==> config.mk <==
export PLATFORM = sky130hd
export DESIGN_NAME = sdram_burst_writer
export DESIGN_NICKNAME = d
export VERILOG_FILES = /design/src/rtl/sdram_writer_pkg.sv /design/src/rtl/sync_fifo.sv /design/src/rtl/sdram_burst_writer.sv
export SDC_FILE = /design/constraint.sdc
export NUM_CORES = 2
export LEC_CHECK = 0
export BUFFER_PORTS_ARGS = -buffer_cell sky130_fd_sc_hd__buf_2
export CAP_MARGIN = 25
export CORE_MARGIN = 1
export CORE_UTILIZATION = 35
export DETAILED_ROUTE_END_ITERATION = 10
export PLACE_DENSITY_LB_ADDON = 0.15
export REMOVE_ABC_BUFFERS = 1
export SLEW_MARGIN = 20
export SYNTH_ARGS = -nofsm -noshare
export SYNTH_HDL_FRONTEND = slang
export SYNTH_HIERARCHICAL = 1
export SYNTH_SLANG_ARGS = --single-unit
==> constraint.sdc <==
create_clock -name clk_clk -period 10.1 [get_ports clk_clk]
set_input_delay 0 -clock clk_clk [delete_from_list [all_inputs] [get_ports clk_clk]]
set_output_delay 0 -clock clk_clk [all_outputs]
set_load 0.01 [all_outputs]
==> src/rtl/sdram_writer_pkg.sv <==
// Shared types and helpers for the SDRAM burst writer: FSM state encoding,
// Avalon burstcount width and the burst-length selection function.
package sdram_writer_pkg;

  localparam int BURSTCOUNT_W = 7;

  typedef enum logic [1:0] {
    IDLE  = 2'd0,
    FILL  = 2'd1,
    BURST = 2'd2,
    DONE  = 2'd3
  } state_e;

  // Beats for the next burst: a full burst, or whatever remains if less.
  function automatic logic [BURSTCOUNT_W-1:0] min_beats(input int burst_len,
                                                        input logic [63:0] remaining);
    if (remaining >= 64'(burst_len)) return BURSTCOUNT_W'(burst_len);
    return BURSTCOUNT_W'(remaining);
  endfunction

endpackage

==> src/rtl/sync_fifo.sv <==
// Single-clock first-word-fall-through FIFO with a registered fill level.
// Pushes when full and pops when empty are ignored.
module sync_fifo #(
  parameter int WIDTH = 64,
  parameter int DEPTH = 32
) (
  input  logic                     clk_i,
  input  logic                     rst_ni,
  input  logic                     push_i,
  input  logic [WIDTH-1:0]         wdata_i,
  input  logic                     pop_i,
  output logic [WIDTH-1:0]         rdata_o,
  output logic                     full_o,
  output logic                     empty_o,
  output logic [$clog2(DEPTH):0]   level_o
);

  localparam int AW = $clog2(DEPTH);

  logic [WIDTH-1:0] mem_q [DEPTH];
  logic [AW-1:0]    wr_ptr_q, rd_ptr_q;
  logic [AW:0]      level_q, level_d;
  logic             push_ok, pop_ok;

  assign full_o  = (level_q == (AW+1)'(DEPTH));
  assign empty_o = (level_q == '0);
  assign level_o = level_q;
  assign push_ok = push_i & ~full_o;
  assign pop_ok  = pop_i & ~empty_o;
  assign rdata_o = mem_q[rd_ptr_q];

  always_ff @(posedge clk_i) begin
    if (push_ok) mem_q[wr_ptr_q] <= wdata_i;
  end

  always_comb begin
    level_d = level_q;
    if (push_ok && !pop_ok) level_d = level_q + (AW+1)'(1);
    else if (pop_ok && !push_ok) level_d = level_q - (AW+1)'(1);
  end

  always_ff @(posedge clk_i or negedge rst_ni) begin
    if (!rst_ni) begin
      wr_ptr_q <= '0;
      rd_ptr_q <= '0;
      level_q  <= '0;
    end else begin
      if (push_ok) wr_ptr_q <= wr_ptr_q + AW'(1);
      if (pop_ok)  rd_ptr_q <= rd_ptr_q + AW'(1);
      level_q <= level_d;
    end
  end

endmodule

==> src/rtl/sdram_burst_writer.sv <==
// Stream-to-Avalon-MM burst write engine feeding the HPS SDRAM port.
// Optional perf counters are enabled with `define SDRAM_BURST_WRITER_PERF_EN.
module sdram_burst_writer
  import sdram_writer_pkg::*;
#(
  parameter int DATA_W     = 64,
  parameter int ADDR_W     = 32,
  parameter int BURST_LEN  = 8,
  parameter int FIFO_DEPTH = 32,
  parameter int CNT_W      = 24
) (
  input  logic                    clk_clk,
  input  logic                    reset_reset_n,
  input  logic                    cfg_start,
  input  logic [ADDR_W-1:0]       cfg_base_addr,
  input  logic [CNT_W-1:0]        cfg_word_count,
  output logic                    status_busy,
  output logic                    status_done,
  input  logic                    snk_valid,
  output logic                    snk_ready,
  input  logic [DATA_W-1:0]       snk_data,
  output logic [ADDR_W-1:0]       avm_address,
  output logic                    avm_write,
  output logic [DATA_W-1:0]       avm_writedata,
  output logic [DATA_W/8-1:0]     avm_byteenable,
  output logic [BURSTCOUNT_W-1:0] avm_burstcount,
  input  logic                    avm_waitrequest
`ifdef SDRAM_BURST_WRITER_PERF_EN
  ,
  output logic [31:0]             perf_stall_cycles,
  output logic [31:0]             perf_busy_cycles
`endif
);

  localparam int BYTES = DATA_W / 8;
  localparam int LVL_W = $clog2(FIFO_DEPTH) + 1;

  state_e                  state_q, state_d;
  logic [ADDR_W-1:0]       addr_q, addr_d;
  logic [CNT_W-1:0]        rem_wr_q, rem_wr_d;
  logic [CNT_W-1:0]        rem_acc_q, rem_acc_d;
  logic [BURSTCOUNT_W-1:0] beats_q, beats_d;
  logic [BURSTCOUNT_W-1:0] beat_cnt_q, beat_cnt_d;

  logic                    fifo_full, fifo_empty, push, take;
  logic [LVL_W-1:0]        fifo_level;
  logic [DATA_W-1:0]       fifo_rdata;
  logic [BURSTCOUNT_W-1:0] fill_beats;

  assign status_busy    = (state_q != IDLE);
  assign status_done    = (state_q == DONE);
  assign snk_ready      = status_busy & ~fifo_full & (rem_acc_q != '0);
  assign push           = snk_valid & snk_ready;
  assign avm_write      = (state_q == BURST);
  assign take           = avm_write & ~avm_waitrequest;
  assign avm_address    = addr_q;
  assign avm_burstcount = beats_q;
  assign avm_byteenable = '1;
  // Gated so write data reads as zero outside bursts, including during reset.
  assign avm_writedata  = avm_write ? fifo_rdata : '0;
  assign fill_beats     = min_beats(BURST_LEN, 64'(rem_wr_q));

  sync_fifo #(
    .WIDTH (DATA_W),
    .DEPTH (FIFO_DEPTH)
  ) u_fifo (
    .clk_i   (clk_clk),
    .rst_ni  (reset_reset_n),
    .push_i  (push),
    .wdata_i (snk_data),
    .pop_i   (take & ~fifo_empty),
    .rdata_o (fifo_rdata),
    .full_o  (fifo_full),
    .empty_o (fifo_empty),
    .level_o (fifo_level)
  );

  // A zero-count start still passes through FILL, which puts the done
  // pulse two cycles after the start with no writes issued.
  always_comb begin
    state_d    = state_q;
    addr_d     = addr_q;
    rem_wr_d   = rem_wr_q;
    rem_acc_d  = rem_acc_q;
    beats_d    = beats_q;
    beat_cnt_d = beat_cnt_q;
    if (push) rem_acc_d = rem_acc_q - CNT_W'(1);
    case (state_q)
      IDLE: begin
        if (cfg_start) begin
          addr_d    = cfg_base_addr;
          rem_wr_d  = cfg_word_count;
          rem_acc_d = cfg_word_count;
          state_d   = FILL;
        end
      end
      FILL: begin
        if (rem_wr_q == '0) begin
          state_d = DONE;
        end else if (32'(fifo_level) >= 32'(fill_beats)) begin
          beats_d    = fill_beats;
          beat_cnt_d = fill_beats;
          state_d    = BURST;
        end
      end
      BURST: begin
        if (take) begin
          beat_cnt_d = beat_cnt_q - BURSTCOUNT_W'(1);
          rem_wr_d   = rem_wr_q - CNT_W'(1);
          if (beat_cnt_q == BURSTCOUNT_W'(1)) begin
            addr_d  = addr_q + ADDR_W'(beats_q) * ADDR_W'(BYTES);
            state_d = (rem_wr_q == CNT_W'(1)) ? DONE : FILL;
          end
        end
      end
      DONE:    state_d = IDLE;
      default: state_d = IDLE;
    endcase
  end

  always_ff @(posedge clk_clk or negedge reset_reset_n) begin
    if (!reset_reset_n) begin
      state_q    <= IDLE;
      addr_q     <= '0;
      rem_wr_q   <= '0;
      rem_acc_q  <= '0;
      beats_q    <= '0;
      beat_cnt_q <= '0;
    end else begin
      state_q    <= state_d;
      addr_q     <= addr_d;
      rem_wr_q   <= rem_wr_d;
      rem_acc_q  <= rem_acc_d;
      beats_q    <= beats_d;
      beat_cnt_q <= beat_cnt_d;
    end
  end

`ifdef SDRAM_BURST_WRITER_PERF_EN
  logic [31:0] stall_cnt_q, busy_cnt_q;

  // Saturating counters, cleared when a start is accepted.
  always_ff @(posedge clk_clk or negedge reset_reset_n) begin
    if (!reset_reset_n) begin
      stall_cnt_q <= '0;
      busy_cnt_q  <= '0;
    end else if (cfg_start && state_q == IDLE) begin
      stall_cnt_q <= '0;
      busy_cnt_q  <= '0;
    end else begin
      if (avm_write && avm_waitrequest && stall_cnt_q != '1) stall_cnt_q <= stall_cnt_q + 32'd1;
      if (status_busy && busy_cnt_q != '1) busy_cnt_q <= busy_cnt_q + 32'd1;
    end
  end

  assign perf_stall_cycles = stall_cnt_q;
  assign perf_busy_cycles  = busy_cnt_q;
`endif

endmodule

# ---- Word level (Yosys, flattened, before mapping)
# Memory sizes are Yosys's and may differ from the RTL's.
# Index checks and enable logic that the tools add are counted.
dict set report totals {
  regBits 112
  ramBits 2048
  inputBits 125
  output_inout_bits 115
  word_cells 89
  memories 1
}
# name words width read_ports rd_ports_with_merged_regs wr line_no
set memory_table {}
lappend memory_table {u_fifo.mem_q 32 64 1 0 1 sync_fifo.sv:20} ;# logic [WIDTH-1:0] mem_q [DEPTH];
dict set report classes {
  add_sub_neg 8
  order_cmp 2
  n_eq_ne 12
  n_mux 29
  bitwise_logic 11
  n_reduce_logical 17
}
# cell count
set ops {}
lappend ops {{$mux 24} 5}
lappend ops {{$mux 32} 3}
lappend ops {{$mux 64} 1}
lappend ops {{$pmux 32 s2} 1}
lappend ops {{$pmux 24 s2} 1}
lappend ops {{$sub 24x1->24 const B} 2}
lappend ops {{$mux 7} 5}
lappend ops {{$add 32x10->32} 1}
lappend ops {{$eq 24x1->1 const B} 1}
lappend ops {{$ge 24x4->1 const B} 1}
lappend ops {{$logic_not 24->1} 1}
lappend ops {{$reduce_bool 24->1} 1}
lappend ops {{$pmux 7 s2} 1}
lappend ops {{$mux 2} 6}
lappend ops {{$mux 6} 2}
lappend ops {{$reduce_and 4->1} 3}
lappend ops {{$add 5x1->5 const B} 2}
lappend ops {{$pmux 2 s4} 1}
lappend ops {{$reduce_bool 2->1} 4}
lappend ops {{$and 1x1->1} 7}
lappend ops {{$eq 7x1->1 const B} 1}
lappend ops {{$ge 6x7->1} 1}
lappend ops {{$sub 7x1->7 const B} 1}
lappend ops {{$add 6x1->6 const B} 1}
lappend ops {{14 further kinds} 26}

# ---- Logic depth before layout (Yosys ltp)
dict set report logic_depth {
  word_depth 10
  mapped_depth 15
  mapped_depth_nobuf 15
}

# ---- Hierarchy
# Netlist, hierarchy kept.
# module n_inst cells_per_inst area_per_inst_um2 seq_area_each_um2
set modules_own_cells {}
lappend modules_own_cells {sync_fifo 1 3489 78231.3 61899.4}
lappend modules_own_cells {sdram_burst_writer 1 793 6465.0 2402.3}

# ---- Worst setup path after synthesis
# No wires, ideal clock.
dict set report synth_path {
  path_kind {flip-flop to flip-flop}
  startpoint {register u_fifo.level_q[0] (netlist: u_fifo/level_o[0])}
  endpoint {memory u_fifo.mem_q[13][0], enable pin}
  setup_time_ps 487
  t_arrival_ps 4629
  t_required_ps 9613
  path_slack_ps 4985
  stages_incl_launch_ff 11
  n_path_buf 0
  synth_period_minus_slack_ps 5115
  cell_sequence {dfrtp_1 -> nor4_1 -> nand2_1 -> nor2_1 -> nor2b_1 -> nand2_1 -> a31oi_1 -> inv_1 -> a31oi_2 -> nand2_1 -> nor2_1}
}
dict set report synth_via {
  elab_chain_cells 8
}
# element line_no
set synth_lines {}
lappend synth_lines {{from (decl)} sync_fifo.sv:22} ;# logic [AW:0] level_q, level_d;
lappend synth_lines {{from (signal assigned)} sync_fifo.sv:50} ;# level_q <= level_d;
lappend synth_lines {{$eq 6x6->1} sync_fifo.sv:25} ;# assign full_o = (level_q == (AW+1)'(DEPTH));
lappend synth_lines {{net fifo_full} sdram_burst_writer.sv:45} ;# logic fifo_full, fifo_empty, push, take;
lappend synth_lines {{$not 1->1} sdram_burst_writer.sv:52} ;# assign snk_ready = status_busy & ~fifo_full & (rem_acc_q != '0);
lappend synth_lines {{$and 1x1->1 (2 in series)} sdram_burst_writer.sv:52}
lappend synth_lines {{$and 1x1->1} sdram_burst_writer.sv:53} ;# assign push = snk_valid & snk_ready;
lappend synth_lines {{net push} sdram_burst_writer.sv:45}
lappend synth_lines {{$and 1x1->1} sync_fifo.sv:28} ;# assign push_ok = push_i & ~full_o;
lappend synth_lines {{net u_fifo.push_ok} sync_fifo.sv:23} ;# logic push_ok, pop_ok;
lappend synth_lines {{$mux 1} sync_fifo.sv:33} ;# if (push_ok) mem_q[wr_ptr_q] <= wdata_i;
lappend synth_lines {{$mux 1 (not written as such)} sync_fifo.sv:33}
lappend synth_lines {{to (decl)} sync_fifo.sv:20}
# The timed path passes the listed nets, and every way through them passes these cells.

# ---- Worst setup path in the final report
dict set report layout_path {
  startpoint {register u_fifo.rd_ptr_q[1]}
  endpoint {output port avm_writedata[21]}
}
dict set report layout_via {
  elab_chain_cells 2
}
# element line_no
set layout_lines {}
lappend layout_lines {{from (decl)} sync_fifo.sv:21} ;# logic [AW-1:0] wr_ptr_q, rd_ptr_q;
lappend layout_lines {{from (signal assigned)} sync_fifo.sv:49} ;# if (pop_ok) rd_ptr_q <= rd_ptr_q + AW'(1);
lappend layout_lines {{$mem_v2 32x64} n/a}
lappend layout_lines {{net fifo_rdata[21]} sdram_burst_writer.sv:47} ;# logic [DATA_W-1:0] fifo_rdata;
lappend layout_lines {{$mux 64} sdram_burst_writer.sv:60} ;# assign avm_writedata = avm_write ? fifo_rdata : '0;
lappend layout_lines {{to (decl)} sdram_burst_writer.sv:24} ;# output logic [DATA_W-1:0] avm_writedata,
# The timed path passes the listed nets, and every way through them passes these cells.

==> metrics.log <==
[metrics] Critical Path Start Type: register
[metrics] core box area: 240500 um^2
[metrics] mean number of vias per cell: 5.370
[metrics] slowest CP cell: buf_4
[metrics] worst clock skew: 83.92 ps
[metrics] Worst Slack Setup Final: 4755 ps
[metrics] number of different library cells in the post-synthesis netlist: 77
[metrics] number of CTS-inserted buffers: 227
[metrics] Final Hold Fails: 0
[metrics] Max Freq: 187.1 MHz
[metrics] die footprint: 244000 um^2
[metrics] peak supply drop: 0.2327 mV
[metrics] die extent in x: 493.9 um
[metrics] buffers inserted by post-CTS timing repair: 0
[metrics] maximum fanout along the worst path: 105
[metrics] gpl congestion: 0.7779
[metrics] post-synth design cell area: 84700 um^2
[metrics] buffer type at the clock tree root: clkbuf_16
[metrics] maximum number of buffers from clock root to sink: 3
[metrics] cell repeated most along the worst path: buf_4
[metrics] I/O pin count: 240
[metrics] initial antenna violation count: 15
[metrics] placement row count: 180
[metrics] sum of overflow across all layers after global routing: 0
[metrics] final-report setup violation count: 0
[metrics] Antenna Nets Post-Route: 0
[metrics] required time at the worst-slack endpoint: 10100 ps
[metrics] summed area of non-filler cells in the final layout: 99410 um^2
[metrics] via count of the first global-routing pass: 44920
[metrics] share of cells above drive strength 1: 0.2279
[metrics] Critical Path, Cell by Cell: buf_12 > buf_4 > buf_4 > mux4_2 > o22a_1 > nor2_1 > nor3_1 > and2_1 > buf_2
[metrics] Overall Global Routing Usage: 0.1905
[metrics] Yosys reg bits: 2160
[metrics] run status: completed
[metrics] routed wire length per instance: 28.43 um
[metrics] DIE HEIGHT: 493.9 um
[metrics] power density over cell area: 256.6 nW/um^2
[metrics] DP HPWL: 129800 um
[metrics] number of pins exceeding their max-slew limit in the final report: 0
[metrics] CTS tree: built
[metrics] CP Data Arrival Time: 5340 ps
[metrics] class of the tightest hold or removal check: in -> reg
[metrics] number of instances in the synthesized netlist: 4282
[metrics] post-layout net count: 4968
[metrics] DP Area: 89790 um^2
[metrics] kind of critical path: reg -> out
[metrics] mean post-synth cell area: 19.78 um^2
[metrics] worst hold slack: 71.80 ps
[metrics] Syn. warnings: 6
[metrics] endpoint kind of the worst setup timing path: output port
[metrics] Reg clk slew, reported paths: 60 ps
[metrics] transition at the pin with the smallest max-transition slack: 1152 ps
[metrics] final period demand of the worst path: 5345 ps
[metrics] Synth async-reset ratio: 0.05185
[metrics] pin count of the biggest net entering global routing: 126
[metrics] Worst-Skew Late Latency: 880 ps
[metrics] count of TritonRoute iterations in the first routing pass: 7
[metrics] number of input and output port buffers inserted: 231
[metrics] routed wire length: 233000 um
[metrics] static power due to leakage: 31.98 nW
[metrics] DRC errors left: 0
[metrics] pre-CTS worst setup slack: 5170 ps
[metrics] routed vias: 44010
[metrics] global-route wire length before repair: 335000 um
[metrics] EDFF count, synth: 2048
[metrics] RSZ-0062 raised after global routing: no
[metrics] fraction of the core area covered by cells at the end of the flow: 0.4133
[metrics] relative max-transition margin: 0.2273
[metrics] max-cap viol count: 0
[metrics] H-tree depth reported by CTS: 4
[metrics] portion of the clock cycle consumed by the worst path in the final layout: 0.5292
[metrics] clock sinks: 2160
[metrics] first-iteration detailed-routing DRC count: 3701
[metrics] Starting Density: 0.3521
[metrics] Critical Path Max Stage Delay: 900 ps
[metrics] share of synthesized area occupied by flip-flops and latches: 0.7592
[metrics] area added between synthesis and finish: 17.37%
[metrics] dominant synthesized flop cell: edfxtp_1
[synthesized netlist by cell type (10+ instances only)]
cell type	count	area, um^2
or3_1	13	81.33
nand3_1	26	130.1
clkbuf_1	97	364.1
nand2b_1	10	62.56
buf_6	22	247.7
buf_4	52	390.4
inv_1	28	105.1
a21oi_1	64	320.3
nand2_1	103	386.6
ha_1	30	375.4
o21ai_0	70	350.3
nor4_1	23	143.9
edfxtp_1	2048	61500
nor2_1	133	499.2
o22ai_1	156	975.9
and2_1	69	431.7
a211oi_1	100	750.7
mux2i_1	261	2613
o22a_1	23	201.4
mux4_2	384	8648
nor3_1	45	225.2
xor2_1	13	113.9
dfrtp_1	112	2803
nand4_1	34	212.7
buf_2	72	360.4
and3_1	10	62.56
a22oi_1	130	975.9
xnor2_1	25	219.0
[sequential cells by signal (all words and copies together) (netlist names)]
| register | count |
|---|---|
| state_q | 2 |
| u_fifo/mem_q | 2048 |
| avm_address | 32 |
| rem_wr_q | 24 |
| u_fifo/rd_ptr_q | 5 |
| rem_acc_q | 24 |
| u_fifo/wr_ptr_q | 5 |
| avm_burstcount | 7 |
| u_fifo/level_o | 6 |
| beat_cnt_q | 7 |
[layer usage]
metal	GRT usage	routed length (um)
met2	0.3004	109700
met4	0.04778	5032
met5	0	83
met3	0.03442	12160
met1	0.2724	106000
[report_power, final]
part | total (mW) | internal [mW] | leakage (nW) | switching [mW]
clock network | 8.43 | 4.84 | 3.68 | 3.59
registers | 10.8 | 10.3 | 19.8 | 0.425
logic | 6.32 | 2.73 | 8.55 | 3.59
[area by class of cell]
| class | count | area [um^2] |
|---|---|---|
| Multi-Input combinational cell | 1856 | 19300 |
| Fill cell | 21320 | 141100 |
| Tap cell | 3185 | 3985 |
| Inverter | 29 | 113.9 |
| Sequential cell | 2160 | 64320 |
| Timing Repair Buffer | 537 | 4121 |
| Antenna cell | 5 | 12.51 |
| Clock inverter | 162 | 1724 |
| Clock buffer | 262 | 5833 |
[critical path: cells and delay by family, from the launching register on]
family,cells,cell delay [ps]
multiplexers,1,420
AND/OR/NAND/NOR,3,610
flip-flops,1,800
AO/OA/AOI/OAI,1,200
buffers and inverters,4,2250
[kinds of logic (layout without fill, tap and decap cells)]
family          Yosys count  in the layout  share of synthesized area
other cells               1             15                 0.00004428
fa+ha+maj                32             32                   0.004905
mux                     648            648                     0.1334
flops                  2160           2160                     0.7592
compound gates          610            610                    0.04897
simple gates            518            518                    0.03207
xor+xnor                 38             38                   0.003930
buf+inv                 275            990                    0.01752
[final timing paths]
kind	startpoint	endpoint	slack, ps	depth (start not counted)
min	cfg_word_count[7]	rem_acc_q[7]$_DFF_PN0_	70	4
min in group asynchronous	reset_reset_n	rem_wr_q[13]$_DFFE_PN0P_	270	4
max reg2reg	u_fifo/level_o[0]$_DFFE_PN0P_	u_fifo/mem_q[16][30]$_DFFE_PP_	5220	12
max in group asynchronous	reset_reset_n	rem_wr_q[21]$_DFFE_PN0P_	9020	5
min reg2reg	avm_address[2]$_DFFE_PN0P_	avm_address[2]$_DFFE_PN0P_	480	2
max	u_fifo/rd_ptr_q[1]$_DFFE_PN0P_	avm_writedata[21]	4760	9
[repair_timing]
action	4_1_cts	5_1_grt
hold buffers	196	1
endpoints found under the hold margin	2239	5
resized for setup	0	0
[metrics by stage]
stage | instances | power [mW] | setup TNS, ps
2_1_floorplan | 4045 | 16.56 | -524920
3_3_place_gp | 7563 | 17.22 | 0
3_5_place_dp | 7567 | 17.24 | 0
4_1_cts | 8187 | 25.83 | 0
5_1_grt | 8194 | 26.62 | 0
6_report | 8196 | 25.51 | 0
[placed cells by master, fill, tap and decap left out, drive strengths merged, types with 69 or more instances in the layout]
master and count:
mux2i 261, mux4 384, nor2 134, nand2 105, clkbuf 262, buf 341
edfxtp 2048, dfrtp 112, and2 69, o21ai 71, dlygate4sd3 196, a22oi 130
a211oi 102, o22ai 156, clkinv 123
Power figures use the tool's default switching activity.
